===== src/rtl/serial_tx_arbiter.sv =====
// Round-robin arbiter feeding a single serial transmitter: grants one of four requesters,
// strobes the transmitter, then holds off new grants for the frame length plus a gap.
module serial_tx_arbiter #(
  parameter int unsigned FRAME_CYCLES = 10,
  parameter int unsigned GAP          = 0
) (
  input  logic        clk,
  input  logic        rst_n,
  input  logic        i_enable,
  input  logic [3:0]  i_req,
  input  logic [27:0] i_req_data,
  output logic [3:0]  o_ack,
  output logic        o_tx_start,
  output logic [6:0]  o_tx_data,
  output logic [1:0]  o_grant_id,
  output logic        o_busy,
  output logic        o_frame_done
);

  localparam int unsigned WaitLen = FRAME_CYCLES + GAP;
  localparam int unsigned CntW    = (WaitLen > 1) ? $clog2(WaitLen) : 1;
  localparam logic [CntW-1:0] CntLoad = CntW'(WaitLen - 1);

  typedef enum logic [1:0] {StIdle, StStart, StWait} state_e;

  state_e          r_state, w_state_d;
  logic [CntW-1:0] r_cnt, w_cnt_d;
  logic [1:0]      r_last_grant;
  logic [1:0]      w_winner;
  logic [1:0]      w_idx;
  logic            w_found;
  logic            w_grant;
  logic [6:0]      w_slice;

  logic [3:0] r_ack;
  logic       r_tx_start;
  logic [6:0] r_tx_data;
  logic [1:0] r_grant_id;
  logic       r_busy;
  logic       r_frame_done;

  // Search begins one past the last winner, so the previous winner has lowest priority.
  always_comb begin
    w_found  = 1'b0;
    w_winner = r_last_grant;
    w_idx    = '0;
    for (int k = 1; k <= 4; k++) begin
      w_idx = r_last_grant + 2'(k);
      if (!w_found && i_req[w_idx]) begin
        w_found  = 1'b1;
        w_winner = w_idx;
      end
    end
  end

  assign w_grant = (r_state == StIdle) && i_enable && w_found;
  assign w_slice = i_req_data[7*w_winner +: 7];

  always_comb begin
    w_state_d = r_state;
    w_cnt_d   = r_cnt;
    unique case (r_state)
      StIdle: begin
        if (w_grant) w_state_d = StStart;
      end
      StStart: begin
        w_state_d = StWait;
        w_cnt_d   = CntLoad;
      end
      StWait: begin
        if (r_cnt == '0) w_state_d = StIdle;
        else             w_cnt_d   = r_cnt - 1'b1;
      end
      default: w_state_d = StIdle;
    endcase
  end

  always_ff @(posedge clk or negedge rst_n) begin
    if (!rst_n) begin
      r_state <= StIdle;
      r_cnt   <= '0;
    end else begin
      r_state <= w_state_d;
      r_cnt   <= w_cnt_d;
    end
  end

  // Outputs are registered from the next state so they line up with the state they describe.
  always_ff @(posedge clk or negedge rst_n) begin
    if (!rst_n) begin
      r_last_grant <= 2'd3;
      r_tx_data    <= '0;
      r_grant_id   <= '0;
      r_ack        <= '0;
      r_tx_start   <= 1'b0;
      r_busy       <= 1'b0;
      r_frame_done <= 1'b0;
    end else begin
      if (w_grant) begin
        r_last_grant <= w_winner;
        r_grant_id   <= w_winner;
        r_tx_data    <= w_slice;
      end
      r_tx_start   <= (w_state_d == StStart);
      r_ack        <= (w_state_d == StStart) ? (4'b0001 << w_winner) : 4'b0000;
      r_busy       <= (w_state_d != StIdle);
      r_frame_done <= (w_state_d == StWait) && (w_cnt_d == '0);
    end
  end

  assign o_ack        = r_ack;
  assign o_tx_start   = r_tx_start;
  assign o_tx_data    = r_tx_data;
  assign o_grant_id   = r_grant_id;
  assign o_busy       = r_busy;
  assign o_frame_done = r_frame_done;

endmodule


===== config.mk =====
export PLATFORM = sky130hd
export DESIGN_NAME = serial_tx_arbiter
export DESIGN_NICKNAME = d
export VERILOG_FILES = /design/src/rtl/serial_tx_arbiter.sv
export SDC_FILE = /design/constraint.sdc
export NUM_CORES = 1
export LEC_CHECK = 0
export BUFFER_PORTS_ARGS = -buffer_cell sky130_fd_sc_hd__buf_2
export CAP_MARGIN = 20
export CORE_MARGIN = 2
export CORE_UTILIZATION = 50
export CTS_BUF_LIST = sky130_fd_sc_hd__clkbuf_8
export CTS_CLUSTER_DIAMETER = 50
export DETAILED_ROUTE_END_ITERATION = 8
export PLACE_DENSITY_LB_ADDON = 0.1
export SLEW_MARGIN = 20
export SYNTH_ARGS = -nofsm -noshare
export SYNTH_HDL_FRONTEND = slang
export SYNTH_SLANG_ARGS = --single-unit

===== constraint.sdc =====
create_clock -name clk -period 3.89 [get_ports clk]
set_input_delay 0.778 -clock clk [delete_from_list [all_inputs] [get_ports clk]]
set_output_delay 0.778 -clock clk [all_outputs]
set_load 0.05 [all_outputs]

==> reports/metrics.yaml <==
route:
  drc: 0
  vias: 1254
  wire_per_inst_um: 14.10
  antenna_left: 0
  wl_mm: 3.172
  viasPerCell: 5.573
  drt_iter0_drc: 42
  first_pass_iters: 4
logic_synthesis:
  synthCells: 148
  ys.flop_type: "dfrtp_1"
  ys.warnings.count: 0
  synth.distinct_cells: 40
  synth_edf_count: 0
  syn_area_sq_um: 1489
  seq_area_frac_synth: 0.4050
  yosysTopAreaCell: "dfrtp_1"
  synthArstFlopShare: 1.000
  synth-seq-cells: 24
  synth_nets: 188
  synth_top_area_share: 0.3697
  synthTopCellsByArea: "dfrtp_1 37%, mux2i_1 6.1%, mux2_2 6.1%"
  syn_avg_cell_area_sq_um: 10.06
placed_design:
  gp_congestion: 0.7362
  place_ws_ps: 1217
  io_buffers: 50
  dp_hpwl_mm: 2.362
  placed_cell_area_sq_um: 1724
final_layout:
  fillCellCount: 235
  syn_to_final_growth_pct: 19.50
  fin_area_sq_um: 1779
  final_common_cell: "buf_2"
  final_cell_mix: "50 x buf_2, 22 x dfrtp_1, 17 x nand2_1"
  final_layout_size_suffix_gt1_frac: 0.4124
  fin_util: 0.6397
  final-seq-area_sq_um: 603.1
  diodes: 0
  multiInputGateArea_sq_um: 794.5
  nNetsFinal: 235
floorplan:
  ios: 51
  core.rowCount: 19
  core-area_sq_um: 2781
  die_area_sq_um: 3430
  start_util: 0.5353
  die_x_um: 58.57
  die_y_um: 58.57
critical_path:
  worstPathMaxFanout: 19
  slowest_delay_ps: 910
  critPathCaptureType: "flop"
  rr_startpoint: "r_last_grant[1]$_DFFE_PN1P_"
  worst_setup_path_start_kind: "flop"
  crit_cells: 5
  crit_chain: "mux2i_1 -> nor2_1 -> a311oi_4 -> mux2_2 -> o211ai_1"
  cp_slowest_cell: "a311oi_4"
  required_ps: 4070
  r2r_cells: 5
  critical_path_class: "flop to flop"
  cpLargestDelayFamily: "compound AO/OA/AOI/OAI gates"
  arrival_ps: 2610
  cp.buffers_inverters: 0
  startpoint: "r_last_grant[1]$_DFFE_PN1P_"
clock_network:
  clock_latency_ps: 260
  cts.sinks: 24
  path_clk_slew_ps: 90
  cts_hold_buffers: 0
  cts_root_buf: "clkbuf_8"
  clock_path_buffers: 2
  cts_tree: "done"
  htreeDepth: 1
  cts_resized: 0
  cts_made_buffers: 3
  post_cts_buffers: 0
timing:
  tns_ps: 0
  finalHoldViolCount: 0
  rsz0062_at_grt: "no"
  tightest_slew_ps: 1057
  holdWs_ps: 485.8
  finalMaxSlewViolations: 0
  max_slew_margin: 0.2956
  layout_min_cycle_time_ps: 2434
  fin_skew_ps: 3.999
  period_share: 0.6257
  worst_slack_ps: 1456
  setup_viol: 0
  fmaxAchievable_mhz: 410.8
grt:
  grt_overflow_total: 0
  grt_util_all_layers: 0.1960
  antenna_found_initial: 0
  grt_max_degree: 25
  grt_pass1_vias: 1166
  grt_pass1_wl_mm: 5.209
pwr:
  peakVddDrop_mv: 0.6950
  p_leak_nw: 0.8557
  power.density_nw_per_um2: 866.4
outcome:
  outcome: "completed"
hold_path:
  hold_class: "input pin to asynchronous set/reset pin"
flow_run:
  max_cap_viol_count: 0
[cell type report]
| cell class | count | share of cell area |
|---|---|---|
| flip-flops and latches | 24 | 0.3390 |
| well taps | 31 | 0.02180 |
| repair buffers | 51 | 0.1449 |
| clock buffers | 4 | 0.03094 |
| multi-input cells | 107 | 0.4466 |
| inverters | 8 | 0.01688 |
[power breakdown]
part	switching, mW	internal, mW
sequential	0.0751	0.360
combinational	0.616	0.322
clock	0.0784	0.0903
total	0.769	0.773
[logic make-up after synthesis]
group                      count (synthesis)  synth area share
and+or+nand+nor                           56            0.1882
AOI/OAI and AO/OA                         29            0.1824
DFF                                       24            0.4050
buffers and inverters                     17           0.06134
muxes                                     17            0.1210
adders and majority gates                  5           0.04202
[stage by stage]
step / cells / total power [mW]
2_1_floorplan: 148 / 1.206
3_3_place_gp: 221 / 1.352
3_5_place_dp: 221 / 1.378
4_1_cts: 225 / 1.551
5_1_grt: 225 / 1.652
6_report: 225 / 1.542
[registers in the layout, indices dropped and copies added (netlist names)]
name,count
o_tx_data,7
o_ack,4
r_cnt,4
o_grant_id,2
r_last_grant,2
r_state,2
o_busy,1
o_frame_done,1
o_tx_start,1
[synth_stat cells, types with 2 or more instances]
cell type / instances
buf_6: 2
o211ai_1: 3
ha_1: 5
nor3_1: 2
nand3_1: 14
nand2_1: 17
dfrtp_1: 22
a21oi_1: 5
mux2_2: 8
or2b_2: 2
nor2_1: 8
nor4_1: 2
inv_1: 8
nand2b_1: 2
or2_2: 2
buf_2: 2
mux2i_1: 9
o21ai_0: 3
a221o_1: 2
o211ai_2: 5
o21a_1: 2
dfstp_2: 2
clkbuf_1: 4
[layer usage]
| metal | vias up | share of wire | global-route usage | wire, um |
|---|---|---|---|---|
| met5 | - | 0 | 0 | 0 |
| met4 | 0 | 0.0032 | 0.03571 | 10 |
| met3 | 2 | 0.055 | 0.05055 | 176 |
| met2 | 32 | 0.47 | 0.2953 | 1497 |
| met1 | 597 | 0.47 | 0.2898 | 1488 |
| li1 | 623 | - | - | - |
[path summary, 6_finish.rpt]
path,slack [ps],end
setup / recovery,1460,o_tx_data[6]$_DFFE_PN0P_
hold / removal,490,r_cnt[0]$_DFF_PN0_
setup reg to reg,1460,o_tx_data[6]$_DFFE_PN0P_
hold reg to reg,490,o_tx_data[2]$_DFFE_PN0P_
max in group asynchronous,3040,r_last_grant[1]$_DFFE_PN1P_
min in group clk,490,o_tx_data[2]$_DFFE_PN0P_
(Power assumes the default switching activity.)
